File: src/rtl/frogger_game_ctrl.sv
// rtl/frogger_game_ctrl.sv - Frogger game-flow FSM: lives, score, level, round-reset and freeze strobes
// Optional round time limit: define FROGGER_ROUND_TIMER_EN.
module frogger_game_ctrl #(
    parameter int LEVEL_W      = 4,
    parameter int MAX_LEVEL    = 8,
    parameter int LIVES        = 3,
    parameter int LIVES_W      = 2,
    parameter int SCORE_W      = 12,
    parameter int DEATH_FRAMES = 60,
    parameter int WIN_FRAMES   = 30,
    parameter int ROUND_FRAMES = 1800
) (
    input  logic               clk,
    input  logic               reset_n,
    input  logic               frame_tick,
    input  logic               start,
    input  logic               death_collision,
    input  logic               win_collision,
    output logic [2:0]         state,
    output logic [LEVEL_W-1:0] current_level,
    output logic [LIVES_W-1:0] lives,
    output logic [SCORE_W-1:0] score,
    output logic               round_reset,
    output logic               freeze,
    output logic               game_over,
    output logic [10:0]        timer_left
);
    localparam int CNT_MAX = (DEATH_FRAMES > WIN_FRAMES) ? DEATH_FRAMES : WIN_FRAMES;
    localparam int CNT_W   = $clog2(CNT_MAX + 1);
`ifdef FROGGER_ROUND_TIMER_EN
    localparam bit TIMER_EN = 1'b1;
`else
    localparam bit TIMER_EN = 1'b0;
`endif

    typedef enum logic [2:0] {
        S_IDLE      = 3'd0,
        S_PLAY      = 3'd1,
        S_DYING     = 3'd2,
        S_LEVEL_UP  = 3'd3,
        S_GAME_OVER = 3'd4
    } state_e;

    state_e             state_q, state_d;
    logic [LEVEL_W-1:0] level_q, level_d;
    logic [LIVES_W-1:0] lives_q, lives_d;
    logic [SCORE_W-1:0] score_q, score_d;
    logic [CNT_W-1:0]   cnt_q, cnt_d;
    logic [10:0]        timer_q, timer_d;
    logic               round_reset_q, round_reset_d;
    logic               freeze_q, freeze_d;
    logic               game_over_q, game_over_d;
    logic               blank_q;
    logic               start_q, start_vld_q, start_rise_q;
    logic               coll_ok, timeout, death;
    logic [SCORE_W:0]   score_sum;

    // start_vld_q stops a button held through reset from looking like a fresh press
    always_ff @(posedge clk) begin
        if (!reset_n) begin
            state_q       <= S_IDLE;
            level_q       <= '0;
            lives_q       <= '0;
            score_q       <= '0;
            cnt_q         <= '0;
            timer_q       <= '0;
            round_reset_q <= 1'b0;
            freeze_q      <= 1'b1;
            game_over_q   <= 1'b0;
            blank_q       <= 1'b0;
            start_q       <= 1'b0;
            start_vld_q   <= 1'b0;
            start_rise_q  <= 1'b0;
        end else begin
            state_q       <= state_d;
            level_q       <= level_d;
            lives_q       <= lives_d;
            score_q       <= score_d;
            cnt_q         <= cnt_d;
            timer_q       <= timer_d;
            round_reset_q <= round_reset_d;
            freeze_q      <= freeze_d;
            game_over_q   <= game_over_d;
            blank_q       <= round_reset_q;
            start_q       <= start;
            start_vld_q   <= 1'b1;
            start_rise_q  <= start & ~start_q & start_vld_q;
        end
    end

    always_comb begin
        state_d       = state_q;
        level_d       = level_q;
        lives_d       = lives_q;
        score_d       = score_q;
        cnt_d         = cnt_q;
        timer_d       = timer_q;
        round_reset_d = 1'b0;
        // positions are stale during the reposition cycle and the one after it
        coll_ok       = (state_q == S_PLAY) && !round_reset_q && !blank_q;
        timeout       = TIMER_EN && (state_q == S_PLAY) && frame_tick && (timer_q == 11'd1);
        death         = (coll_ok && death_collision) || timeout;
        score_sum     = {1'b0, score_q} + (SCORE_W+1)'(level_q) + (SCORE_W+1)'(1);

        if (TIMER_EN) begin
            if ((state_q == S_PLAY) && frame_tick && (timer_q != 11'd0)) begin
                timer_d = timer_q - 11'd1;
            end
        end else begin
            timer_d = 11'd0;
        end

        case (state_q)
            S_IDLE: begin
                if (start_rise_q) begin
                    state_d       = S_PLAY;
                    lives_d       = LIVES_W'(LIVES);
                    level_d       = '0;
                    score_d       = '0;
                    round_reset_d = 1'b1;
                end
            end
            S_PLAY: begin
                if (death) begin
                    state_d = S_DYING;
                    cnt_d   = CNT_W'(DEATH_FRAMES);
                    if (lives_q != '0) begin
                        lives_d = lives_q - LIVES_W'(1);
                    end
                end else if (coll_ok && win_collision) begin
                    state_d = S_LEVEL_UP;
                    cnt_d   = CNT_W'(WIN_FRAMES);
                    score_d = score_sum[SCORE_W] ? '1 : score_sum[SCORE_W-1:0];
                end
            end
            S_DYING: begin
                if (frame_tick) begin
                    cnt_d = cnt_q - CNT_W'(1);
                    if (cnt_q <= CNT_W'(1)) begin
                        cnt_d = '0;
                        if (lives_q == '0) begin
                            state_d = S_GAME_OVER;
                        end else begin
                            state_d       = S_PLAY;
                            round_reset_d = 1'b1;
                        end
                    end
                end
            end
            S_LEVEL_UP: begin
                if (frame_tick) begin
                    cnt_d = cnt_q - CNT_W'(1);
                    if (cnt_q <= CNT_W'(1)) begin
                        cnt_d         = '0;
                        state_d       = S_PLAY;
                        round_reset_d = 1'b1;
                        if (level_q == LEVEL_W'(MAX_LEVEL)) begin
                            level_d = '0;
                            if (lives_q < LIVES_W'(LIVES)) begin
                                lives_d = lives_q + LIVES_W'(1);
                            end
                        end else begin
                            level_d = level_q + LEVEL_W'(1);
                        end
                    end
                end
            end
            S_GAME_OVER: begin
                if (start_rise_q) begin
                    state_d = S_IDLE;
                end
            end
            default: state_d = S_IDLE;
        endcase

        if (TIMER_EN && round_reset_d) begin
            timer_d = 11'(ROUND_FRAMES);
        end
        freeze_d    = (state_d != S_PLAY);
        game_over_d = (state_d == S_GAME_OVER);
    end

    assign state         = state_q;
    assign current_level = level_q;
    assign lives         = lives_q;
    assign score         = score_q;
    assign round_reset   = round_reset_q;
    assign freeze        = freeze_q;
    assign game_over     = game_over_q;
    assign timer_left    = timer_q;
endmodule

File: config.mk
export PLATFORM = sky130hd
export DESIGN_NAME = frogger_game_ctrl
export DESIGN_NICKNAME = d
export VERILOG_FILES = /design/src/rtl/frogger_game_ctrl.sv
export SDC_FILE = /design/constraint.sdc
export NUM_CORES = 1
export LEC_CHECK = 0
export BUFFER_PORTS_ARGS = -buffer_cell sky130_fd_sc_hd__buf_2
export CORE_MARGIN = 2
export CORE_UTILIZATION = 59
export DETAILED_ROUTE_END_ITERATION = 8
export PLACE_DENSITY = 0.86
export SYNTH_ARGS = -nofsm -noshare
export SYNTH_HDL_FRONTEND = slang
export SYNTH_SLANG_ARGS = --single-unit
File: constraint.sdc
create_clock -name clk -period 3.2 [get_ports clk]
set_clock_uncertainty 0.2 [all_clocks]
set_input_delay 0.32 -clock clk [delete_from_list [all_inputs] [get_ports clk]]
set_output_delay 0.32 -clock clk [all_outputs]
set_load 0.1 [all_outputs]
Yosys cells after proc, flatten, opt, wreduce, memory -nomap -nowiden
Cells that the tools add are included.
{ "word_totals": {"wordCells": 100, "reg_bits": 34, "output_inout_bits": 35, "inputBits": 6} }
{ "classes": {"n_bitwise": 3, "eq_ne": 18, "mux": 41, "order_cmp": 2, "add_sub_neg": 6, "n_reduce_logical": 18} }
{ "op_table": {"columns": ["cell", "n"], "rows": [
  ["12-bit 2-to-1 mux", 4],
  ["3-bit 2-to-1 mux", 9],
  ["6-bit 2-to-1 mux", 4],
  ["12-bit one-hot mux with 2 select lines", 1],
  ["4-bit 2-to-1 mux", 4],
  ["3-bit one-hot mux with 5 select lines", 1],
  ["2-bit 2-to-1 mux", 7],
  ["2-bit inequality test (second input constant)", 7],
  ["12-bit by 4-bit adder with 13-bit output", 1],
  ["13-bit by 1-bit adder with 13-bit output (second input constant)", 1],
  ["6-bit one-hot mux with 2 select lines", 1],
  ["4-bit one-hot mux with 2 select lines", 1],
  ["4-bit AND reduction", 2],
  ["8-bit AND reduction", 1],
  ["2-bit nonzero test", 4],
  ["1-bit 2-to-1 mux", 7],
  ["3-bit by 2-bit == test with 1-bit output (second input constant)", 2],
  ["3-bit == test (second input constant)", 2],
  ["6-bit by 1-bit <= comparator with 1-bit output (second input constant)", 1],
  ["2-bit by 1-bit inequality test with 1-bit output (second input constant)", 3],
  ["2-bit one-hot mux with 3 select lines", 1],
  ["6-bit by 1-bit subtractor with 6-bit output (second input constant)", 1],
  ["4-bit by 1-bit adder with 4-bit output (second input constant)", 1],
  ["4-bit == test (second input constant)", 1],
  ["other kinds (16)", 21]
]} }

Logic depth before layout (Yosys ltp)
{ "logic_depth": {"depth_word": 8, "ltp_mapped": 8, "mapped_depth_nobuf": 8} }

Least setup slack after synthesis
Ideal clock, no wire load.
{ "synth_timing": {"path_type": "flip-flop to flip-flop", "start": "register level_q[0] (netlist: current_level[0])", "end": "register score_q[5] (netlist: score[5])", "required_ns": 2.909, "arrival_ns": 2.620, "setup_slack_ns": 0.288, "period_less_slack_ns": 2.912, "stages_incl_launch_ff": 9, "n_path_buf": 0, "setup_time_ns": 0.091, "path_cell_list": "dfxtp_1 -> inv_1 -> ha_1 -> fa_1 -> nor2b_1 -> o21ai_1 -> a21oi_1 -> nor2b_1 -> a311oi_1"} }
{ "synth_via": {"elab_chain_cells": 6} }
{ "synth_rtl": {"columns": ["element", "line_no", "text"], "rows": [
  ["from (decl)", "45", "logic [LEVEL_W-1:0] level_q, level_d;"],
  ["from (signal assigned)", "76", "level_q <= level_d;"],
  ["12-bit by 4-bit adder with 13-bit output", "103", "score_sum = {1'b0, score_q} + (SCORE_W+1)'(level_q) + (SCORE_W+1)'(1);"],
  ["13-bit by 1-bit adder with 13-bit output", "103", null],
  ["12-bit 2-to-1 mux", "133", "score_d = score_sum[SCORE_W] ? '1 : score_sum[SCORE_W-1:0];"],
  ["12-bit 2-to-1 mux", "130", "end else if (coll_ok && win_collision) begin"],
  ["12-bit 2-to-1 mux", "124", "if (death) begin"],
  ["12-bit one-hot mux with 2 select lines", "113", "case (state_q)"],
  ["to (signal assigned)", "78", "score_q <= score_d;"],
  ["to (decl)", "47", "logic [SCORE_W-1:0] score_q, score_d;"]
]} }
Every way passes these cells. The select of a mux whose other input is x is not followed.
A chain may end at the register's enable or synchronous reset.

Worst setup path after layout
Ends and elaborated chain as after synthesis.

==> results by group <==
Critical path
  • Slowest-stage cell, CP: dfxtp_1
  • Cell Chain, Critical Path: inv_1 -> ha_1 -> fa_1 -> nor2b_1 -> o21ai_1 -> a21oi_1 -> nor2b_1 -> a311oi_1
  • Largest stage delay, worst path: 0.42 ns
  • CP Class: reg -> reg
  • CP most frequent cell: nor2b_1
  • Crit path max-delay family: compound AO/OA/AOI/OAI gates
  • Flop2flop setup slack: 0.83 ns
  • FF-to-FF path depth: 8
  • Worst r2r dst: score[5]
  • CP endpoint: score[5]
  • Arrival @ worst endpoint: 2.45 ns
  • Setup crit start: current_level[0]
  • RR Startpoint: current_level[0]
  • CP max FO: 6
  • Buf/Inv on CP: 1
  • Stages on worst setup path: 8
  • Critical Path Start Type: register
  • Worst setup EP type: register
  • Critical path required time: about 3.3 ns

Global route
  • Vias in the first global route: 1,624
  • Largest net degree at the start of global routing: 20
  • Initial antenna violation count: 0
  • First-pass GRT wire length: 7.507 mm
  • Grt total ovfl: 0
  • Gr usage total: ~24%

Place
  • Dpl ws: 0.8467 ns
  • Half-perimeter wire length after placement: approximately 3.3 mm
  • Number of port buffers: 29
  • Gpl congestion: 0.8863

Pwr
  • Switch share: 34.38%
  • Combinational Power Share: 19.0%
  • Clock group share of total power: 29.9%
  • Pwr/cell area: 387.7 nW/um^2
  • Sequential Power Share: 51.1%
  • Final Power: 0.0008663 W
  • Leakage: 0.9193 nW
  • VDD IR max: 0.2140 mV
  • Int Pwr: 0.0005685 W
  • Sw Pwr: 0.0002978 W

Clock network
  • Worst skew pair latency: 0.35 ns
  • Worst-path clk slew: 0.11 ns
  • CTS max path bufs: 2
  • Clock sinks: 34
  • CTS tree: yes
  • Post-cts sizing count: 0
  • Clk root buf: clkbuf_4
  • Number of CTS-inserted buffers: 5
  • # H-tree levels: 2

Floorplanning
  • Die width: 62.56 um
  • Die ar.: 3914 um^2
  • Die height: 62.56 um
  • Ports: 41
  • Core area: 3311 um^2
  • Initial Utilization: 61.11%
  • Site row count: 21

STA
  • Endpoints failing hold: 0
  • Setup_tns: 0 ns
  • Rel. slew slack: 60.50%
  • Unrepaired setup endpoints after global routing: no
  • Period utilization: 74.16%
  • Fmax: between 0.4 and 0.5 GHz
  • Crit path time final: roughly 2.4 ns
  • # setup viols final: 0
  • Worst Tran Pin Value: 0.5918 ns
  • Pins Over Slew Limit: 0
  • Final Worst Setup Slack: 0.8268 ns

Flow run
  • Max-Cap Viols: 0

Detailed routing
  • Routed vias: 1,954
  • Initial DRC count: 104
  • Antenna viol nets, final: 0
  • Final WL: between 4 and 5 mm
  • TritonRoute pass-1 iters: 4
  • WL per Instance: 14.12 um
  • DR vias/cell: 5.957
  • Remaining DRCs: 0

Yosys
  • Post-synth top flop: dfxtp_1
  • Synth Instances: 251
  • Post-synth design cell area: 2023 um^2
  • Synth unique cells: 54
  • Async set-reset flop share out of synthesis: 0%
  • Seq/Total Area, Yosys: 33.64%
  • Post-synth EDFFs: 0
  • Post-Syn Area per Cell: 8.061 um^2
  • Seq cells post-synth: 34
  • Warnings, synthesis: 0

Cells and area
  • Final nets: slightly below 300
  • Diode count: 0
  • # fillers: a little over 300
  • Area growth, synth to finish: 10.45%
  • Layout cell share with drive strength beyond 1: between 15 and 20%

Run status
  • Status: finished, final reports clean

Hold path
  • Hold WC Path Type: in -> reg
[placed cells by master, fill, tap and decap left out, types with 3 or more instances in the layout]
master     n
buf_2     29
nor2_1    19
or2_2      3
a21oi_1   21
a211oi_1   3
conb_1    11
nor2b_1    6
nor3_1    10
a311oi_1   3
inv_1     13
ha_1       8
o21ai_0   15
a31oi_1    7
and3_1     6
and2_1     5
nand3_1    9
clkbuf_4   5
nand2_1   15
o21a_1     4
nand2b_1   3
or3_1      4
dfxtp_1   34
[power by group through the flow]
stage               Sequential (W)  Combinational, W  Clock [W]
global route              0.000445          0.000174   0.000289
finish                    0.000443          0.000164   0.000259
floorplan                 0.000478          0.000123          0
detailed placement        0.000453          0.000162          0
CTS                       0.000443          0.000163   0.000263
global placement          0.000452          0.000161          0
[routing by layer]
metal,track usage [%],wire length [um]
met5,0,0
met3,7.387,296
met2,38.71,2232
met4,10.28,70
met1,30.37,2031
[cells in the mapped netlist (4+ instances only)]
cell type  instances  area (um^2)
a21oi_1           21        105.1
a31oi_1            7        43.79
and2_1             5        31.28
and3_1             6        37.54
buf_2              4        20.02
buf_4             11        82.58
clkbuf_1           4        15.01
dfxtp_1           34        680.7
ha_1               8        100.1
inv_1             13        48.80
nand2_1           15        56.30
nand3_1            9        45.04
nor2_1            19        71.32
nor2b_1            6        37.54
nor3_1            10        50.05
o21a_1             4        30.03
o21ai_0           15        75.07
or3_1              4        25.02
[cell type report]
| cell class | instances | area (um^2) | share of cell area (%) |
|---|---|---|---|
| Clock buffer | 6 | 51.30 | 2.296 |
| Clock inverter | 2 | 12.51 | 0.5599 |
| Inverter | 13 | 48.80 | 2.184 |
| Multi-Input combinational cell | 195 | 1214 | 54.31 |
| Sequential cell | 34 | 680.7 | 30.46 |
| Tap cell | 46 | 57.56 | 2.576 |
| Timing Repair Buffer | 32 | 170.2 | 7.615 |
[through the flow]
stage,cells,cell area (um^2),hold slack [ns],util [%]
finish,328,2235,0.03835,67.50
CTS,327,2225,0.001525,67.20
global placement,319,2161,0.2498,65.27
detailed placement,319,2161,0.2504,65.27
floorplan,261,2061,0.1477,-
global route,328,2235,0.01340,67.50
[state kept, by name (all words and copies together) (netlist names)]
signal         count
blank_q            1
cnt_q              6
current_level      4
freeze             1
game_over          1
lives              2
round_reset        1
score             12
start_q            1
start_rise_q       1
start_vld_q        1
state              3
[worst min-delay path by stage]
stage,endpoint,cells past startpoint,slack (ns),from
floorplan,start_vld_q,0,0.15,reset_n
global placement,start_rise_q,1,0.25,start_vld_q
detailed placement,start_rise_q,1,0.25,start_vld_q
CTS,start_q,2,0.002,start
global route,start_vld_q,1,0.01,reset_n
finish,start_vld_q,1,0.04,reset_n
[cell families after synthesis]
| logic type | after synthesis | share of synthesized area [%] |
|---|---|---|
| buf+inv | 32 | 8.225 |
| fa+ha+maj | 9 | 5.937 |
| xor+xnor | 2 | 0.8660 |
| compound gates | 78 | 25.73 |
| flops | 34 | 33.64 |
| simple gates | 95 | 25.42 |
| other cells | 1 | 0.1854 |
[timing repair]
| item | 4_1_cts | 5_1_grt |
|---|---|---|
| hold buffers | 0 | 1 |
| buffers inserted | 0 | 0 |
| hold endpoints to repair | 0 | 1 |
No activity file was read; power rests on OpenSTA's default activity.
